--- src/rtl/mem_arbiter.sv ---
// mem_arbiter: two-port (fetch, load/store) arbiter and one-cycle sequencer in front of mem_block.
// Tie-break is round-robin when MEM_ARB_RR_EN is defined, otherwise load/store has fixed priority.
module mem_arbiter #(
  parameter int SIZE       = 8,
  parameter int ADDR_WIDTH = 32,
  parameter int DATA_WIDTH = 64,
  localparam int NB        = DATA_WIDTH / SIZE,
  localparam int WB_W      = $clog2(NB) + 1
) (
  input  logic                  clk_i,
  input  logic                  rst_i,
  input  logic                  if_req_i,
  input  logic [ADDR_WIDTH-1:0] if_addr_i,
  output logic                  if_gnt_o,
  output logic                  if_rvalid_o,
  output logic [DATA_WIDTH-1:0] if_rdata_o,
  input  logic                  ls_req_i,
  input  logic                  ls_we_i,
  input  logic [WB_W-1:0]       ls_bytes_i,
  input  logic [ADDR_WIDTH-1:0] ls_addr_i,
  input  logic [DATA_WIDTH-1:0] ls_wdata_i,
  output logic                  ls_gnt_o,
  output logic                  ls_rvalid_o,
  output logic [DATA_WIDTH-1:0] ls_rdata_o,
  output logic [WB_W-1:0]       mem_write_bits_o,
  output logic [ADDR_WIDTH-1:0] mem_addr_o,
  output logic [DATA_WIDTH-1:0] mem_data_o,
  input  logic [DATA_WIDTH-1:0] mem_data_i
);
  typedef enum logic [1:0] {IDLE, ACCESS, RESP} state_t;
  state_t                state_q, state_d;
  logic                  owner_q, owner_d;
  logic                  we_q, we_d;
  logic [WB_W-1:0]       bytes_q, bytes_d;
  logic [ADDR_WIDTH-1:0] addr_q, addr_d;
  logic [DATA_WIDTH-1:0] wdata_q, wdata_d, if_rdata_q, if_rdata_d, ls_rdata_q, ls_rdata_d;
  logic                  can_gnt, pick_ls, acc;
  // owner_q changes only on a grant, so it doubles as the last-granted pointer (1 = load/store)
  always_comb begin
    can_gnt = !rst_i && state_q != ACCESS;
`ifdef MEM_ARB_RR_EN
    pick_ls = !owner_q;
`else
    pick_ls = 1'b1;
`endif
    ls_gnt_o = can_gnt && ls_req_i && (!if_req_i || pick_ls);
    if_gnt_o = can_gnt && if_req_i && !ls_gnt_o;
    acc = state_q == ACCESS;
    state_d = (if_gnt_o || ls_gnt_o) ? ACCESS : (acc ? RESP : IDLE);
    owner_d = ls_gnt_o ? 1'b1 : (if_gnt_o ? 1'b0 : owner_q);
    we_d = ls_gnt_o ? ls_we_i : (if_gnt_o ? 1'b0 : we_q);
    addr_d = ls_gnt_o ? ls_addr_i : (if_gnt_o ? if_addr_i : addr_q);
    bytes_d = ls_gnt_o ? (ls_bytes_i > WB_W'(NB) ? WB_W'(NB) : ls_bytes_i) : bytes_q;
    wdata_d = ls_gnt_o ? ls_wdata_i : wdata_q;
    if_rdata_d = (acc && !owner_q) ? mem_data_i : if_rdata_q;
    ls_rdata_d = (acc && owner_q) ? (we_q ? '0 : mem_data_i) : ls_rdata_q;
  end
  always_ff @(posedge clk_i) begin
    if (rst_i) begin
      state_q    <= IDLE;
      owner_q    <= 1'b0;
      we_q       <= 1'b0;
      bytes_q    <= '0;
      addr_q     <= '0;
      wdata_q    <= '0;
      if_rdata_q <= '0;
      ls_rdata_q <= '0;
    end else begin
      state_q    <= state_d;
      owner_q    <= owner_d;
      we_q       <= we_d;
      bytes_q    <= bytes_d;
      addr_q     <= addr_d;
      wdata_q    <= wdata_d;
      if_rdata_q <= if_rdata_d;
      ls_rdata_q <= ls_rdata_d;
    end
  end
  assign mem_write_bits_o = (!rst_i && state_q == ACCESS && owner_q && we_q) ? bytes_q : '0;
  assign mem_addr_o       = addr_q;
  assign mem_data_o       = wdata_q;
  assign if_rvalid_o      = state_q == RESP && !owner_q;
  assign ls_rvalid_o      = state_q == RESP && owner_q;
  assign if_rdata_o       = if_rdata_q;
  assign ls_rdata_o       = ls_rdata_q;
endmodule

--- config.mk ---
export PLATFORM = sky130hd
export DESIGN_NAME = mem_arbiter
export DESIGN_NICKNAME = d
export VERILOG_FILES = /design/src/rtl/mem_arbiter.sv
export SDC_FILE = /design/constraint.sdc
export NUM_CORES = 1
export LEC_CHECK = 0
export ABC_CLOCK_PERIOD_IN_PS = 1430
export BUFFER_PORTS_ARGS = -buffer_cell sky130_fd_sc_hd__clkbuf_2
export CORE_ASPECT_RATIO = 0.6
export CORE_UTILIZATION = 40
export CTS_BUF_LIST = sky130_fd_sc_hd__clkbuf_4
export DETAILED_ROUTE_END_ITERATION = 8
export PLACE_DENSITY_LB_ADDON = 0.3
export SYNTH_ARGS = -nofsm -noshare
export SYNTH_HDL_FRONTEND = slang
export SYNTH_SLANG_ARGS = --single-unit
--- constraint.sdc ---
create_clock -name clk_i -period 1.43 [get_ports clk_i]
set_clock_uncertainty 0.15 [all_clocks]
set_input_delay 0.0715 -clock clk_i [delete_from_list [all_inputs] [get_ports clk_i]]
set_output_delay 0.0715 -clock clk_i [all_outputs]
set_load 0.05 [all_outputs]
==> results.json, run 1 <==
{
  "status": "did not finish",
  "stop_stage": "global routing (5_1_grt)",
  "error": "[ERROR GRT-0232] Routing congestion too high. Check the congestion heatmap in the GUI.",
  "ys_async_sr_fraction_pct": 0,
  "die_x_um": 200,
  "place_area_um2": 12100,
  "overflow": 1154,
  "numPortBuffers": 432,
  "yosysMostFrequentCell": "nand2_1",
  "syn-instance-count": 1088,
  "initial_core_util_pct": 40.8,
  "synth-seq-area-share_pct": 49.3,
  "grt_usage_pct": 96.4,
  "clkSinkCount": 232,
  "synthTopCellsByArea": "dfxtp_1, nand2_1, a21oi_1, o211ai_1, nand3b_1",
  "synth-seq-cells": 232,
  "ios": 433,
  "synth_ff_type": "dfxtp_1",
  "gp_congestion": 0.811,
  "postGrtWorstEndpoint": "if_gnt_o",
  "synth.cell_area_um2": 9420,
  "synthesis.nets": 1289,
  "cts_root_buffer": "clkbuf_4",
  "synthDistinctLibCells": 29,
  "row_count": 43,
  "dp_hpwl_um": 21200,
  "numCtsBuffers": 55,
  "worstEndpointType": "output port",
  "grt_max_degree": 135,
  "h-tree-depth": 2,
  "synthTopCellsByCount": "nand2_1, dfxtp_1, a21oi_1",
  "synth_edf_count": 0,
  "synth.largest_area_cell": "dfxtp_1",
  "synth_area_per_cell_um2": 8.66,
  "yosysTopAreaCellShare_pct": 49.3,
  "place_inst": 1771,
  "die_h_um": 121,
  "ys.warnings.count": 0,
  "clock_path_buffers": 3
}
## cell families after synthesis
logic type / count (synthesis) / share of synthesized area (%)
simple gates: 443 / 21.7
flops: 232 / 49.3
buf+inv: 113 / 6.12
mux: 32 / 3.40
compound gates: 268 / 19.5
## layer usage
metal	GRT overflow	track usage [%]
met5	0	47.9
met4	330	112
met3	13	79.7
met2	802	116
met1	9	89.4
## per-stage QoR
step / utilization (%) / worst slack, ns / setup TNS, ns
detailed placement: 52.3 / -0.0798 / -5.53
global placement: 52.3 / -0.0439 / -1.69
CTS: 89.8 / -0.723 / -58.54
floorplan: - / -0.226 / -0.227
## timing repair
| action | CTS |
|---|---|
| endpoints found under the hold margin | 232 |
| endpoints found under the setup margin | 460 |
| buffers inserted | 45 |
| gates cloned | 5 |
| pin swaps | 61 |
| gates resized for setup | 863 |
| hold buffers | 338 |
==> run 2, diff against run 1 <==
- ABC_CLOCK_PERIOD_IN_PS: 1430 -> 1900
- CORE_ASPECT_RATIO: 0.6 -> unset
- CORE_UTILIZATION: 40 -> 25
- CTS_BUF_LIST: sky130_fd_sc_hd__clkbuf_4 -> unset
- PLACE_DENSITY_LB_ADDON: 0.3 -> 0.15
- clock period: 1.43 -> 1.9 ns (I/O delays scaled with it)
==> run 2 against run 1 <==
The run now ends clean. Synthesized area unchanged. Synthesized cell count stayed put.
==> results.json, run 2 <==
{
  "p_comb_share_pct": 21.8,
  "ios": 433,
  "cp_slowest_stage_delay_ns": 0.34,
  "swShare_pct": 31.3,
  "ir_drop_uv": 766,
  "final.period_utilization_pct": 98.6,
  "synth.cell_area_um2": 9420,
  "finalMaxSlewViolations": 0,
  "ys.warnings.count": 0,
  "fin_cells": 2196,
  "die_h_um": 196,
  "yosysTopAreaCellShare_pct": 49.3,
  "cts_tree": "done",
  "numCtsBuffers": 28,
  "initial_core_util_pct": 25.5,
  "syn-instance-count": 1088,
  "grt_pass1_wl_um": 56700,
  "seqPwrFrac_pct": 38.8,
  "startpoint_type": "flop",
  "slew_headroom_pct": 56.6,
  "clkLatencyLatePin_ns": 0.56,
  "num_vias": 10036,
  "synth-seq-cells": 232,
  "synthTopCellsByArea": "dfxtp_1, nand2_1, a21oi_1, o211ai_1, nand3b_1",
  "setup_violations": 0,
  "slowest_stage": "dfxtp_4",
  "ys_async_sr_fraction_pct": 0,
  "clkPwrFrac_pct": 39.4,
  "yosysMostFrequentCell": "nand2_1",
  "h-tree-depth": 1,
  "power_mw": 13.7,
  "maxCapViolCount": 0,
  "antenna_left": 0,
  "design.core.area_um2": 36900,
  "tightest_slew_ns": 0.651,
  "fmax_ghz": 0.534,
  "layout-drive-gt1-share_pct": 32.8,
  "overflow": 0,
  "crit_chain": "nand2b_4, nor3_4, and2_4, buf_8",
  "synth_area_per_cell_um2": 8.66,
  "cp_max_fo": 4,
  "drc": 0,
  "synth_edf_count": 0,
  "power.density_nw_per_um2": 903,
  "crit_type": "reg2out",
  "fillers": 3771,
  "clk_pin_slew_ns": 0.06,
  "cts_root_buffer": "clkbuf_16",
  "dp_hpwl_um": 22000,
  "gp_congestion": 0.775,
  "hold_viol": 0,
  "dr.first_iter.drc_count": 336,
  "synth-seq-area-share_pct": 49.3,
  "firstDrtPassIters": 5,
  "internal-power_mw": 9.42,
  "clock_path_buffers": 3,
  "grt_antenna_before_repair": 0,
  "whs_ns": 0.125,
  "utilization_pct": 41.1,
  "synthDistinctLibCells": 29,
  "synth_ff_type": "dfxtp_1",
  "synthTopCellsByCount": "nand2_1, dfxtp_1, a21oi_1",
  "nets": 1873,
  "cp.required_ns": 1.65,
  "worstSetupEndpointType": "primary output",
  "min_period_ns": 1.87,
  "multi_input_area_um2": 4260,
  "worstPathArrival_ns": 1.63,
  "wirelength_um": 36100,
  "place_inst": 1935,
  "rsz0062_at_grt": "yes",
  "grt_usage_pct": 18.3,
  "p_switching_mw": 4.28,
  "final_cell_mix": "clkbuf_2, nand2_1, dfxtp_1",
  "hp-class": "in2reg",
  "avgViaCountPerCell": 4.57,
  "seq_area_um2": 4650,
  "fin_setup_tns_ns": 0,
  "synth.largest_area_cell": "dfxtp_1",
  "row_count": 70,
  "synthesis.nets": 1289,
  "numPortBuffers": 432,
  "die_x_um": 196,
  "grt_pass1_vias": 10302,
  "layout_commonest_cell": "clkbuf_2",
  "wl_per_cell_um": 16.5,
  "synthToLayoutAreaGrowth_pct": 61.1,
  "antenna_cells": 0,
  "status": "completed",
  "grt_max_degree": 71,
  "p_leak_nw": 6.69,
  "die_area_um2": 38500,
  "clkSinkCount": 232
}
-- run 2: worst paths after layout --
path | from | end | slack (ns) | depth (start not counted)
worst min register to register | ls_rdata_o[19]$_SDFFE_PP0P_ | ls_rdata_o[19]$_SDFFE_PP0P_ | 0.30 | 2
worst max register to register | state_q[1]$_SDFF_PP0_ | if_rdata_o[27]$_SDFFE_PP0P_ | 0.07 | 6
worst min-delay path | ls_wdata_i[31] | mem_data_o[31]$_SDFFE_PP0N_ | 0.13 | 4
worst max-delay path | state_q[1]$_SDFF_PP0_ | mem_write_bits_o[1] | 0.03 | 4
-- run 2: power by group through the flow --
stage	Clock (mW)	Sequential, mW	Combinational, mW
2_1_floorplan	0	6.35	0.863
3_3_place_gp	0	5.42	2.59
3_5_place_dp	0	5.43	2.60
4_1_cts	5.60	5.32	3.00
5_1_grt	5.78	5.36	3.18
6_report	5.40	5.32	2.98
-- run 2: per-layer routing --
metal	GRT usage (%)	part of all wire, %	vias up
li1	-	-	4947
met1	22.0	42	4700
met2	31.4	48	321
met5	0	0	-
met4	6.11	3.2	0
met3	4.97	6.8	68
-- run 2: critical path: cells and delay by family, from the launching register on --
family / cells / cell delay, ns
and+or+nand+nor: 3 / 0.59
buffers and inverters: 1 / 0.14
DFF: 1 / 0.34
-- run 2: area by class of cell --
class	instances	share of cell area (%)
inverters	4	0.0990
well taps	504	4.16
clock inverters	5	0.421
multi-input cells	743	28.1
repair buffers	663	30.8
flip-flops and latches	232	30.7
clock buffers	45	5.76
-- run 2: logic make-up after synthesis --
| group | after synthesis | synth area share (%) |
|---|---|---|
| and+or+nand+nor | 443 | 21.7 |
| AOI/OAI and AO/OA | 268 | 19.5 |
| DFF | 232 | 49.3 |
| buffers and inverters | 113 | 6.12 |
| muxes | 32 | 3.40 |
-- run 2: repair_timing --
| action | CTS | global route |
|---|---|---|
| gates resized for setup | 22 | 10 |
| setup buffers | 4 | 3 |
| gates cloned | 2 | 0 |
| hold endpoints to repair | 232 | 0 |
| pin swaps | 2 | 4 |
| setup endpoints to repair | 7 | 6 |
| hold buffers | 202 | 0 |
-- run 2: stage by stage --
step / area, µm² / worst slack, ns
floorplan: 9430 / 0.100
global placement: 12000 / 0.0886
detailed placement: 12000 / 0.102
CTS: 15100 / 0.00708
global route: 15200 / -0.0753
finish: 15200 / 0.0261
No activity file was read; power rests on OpenSTA's default activity.
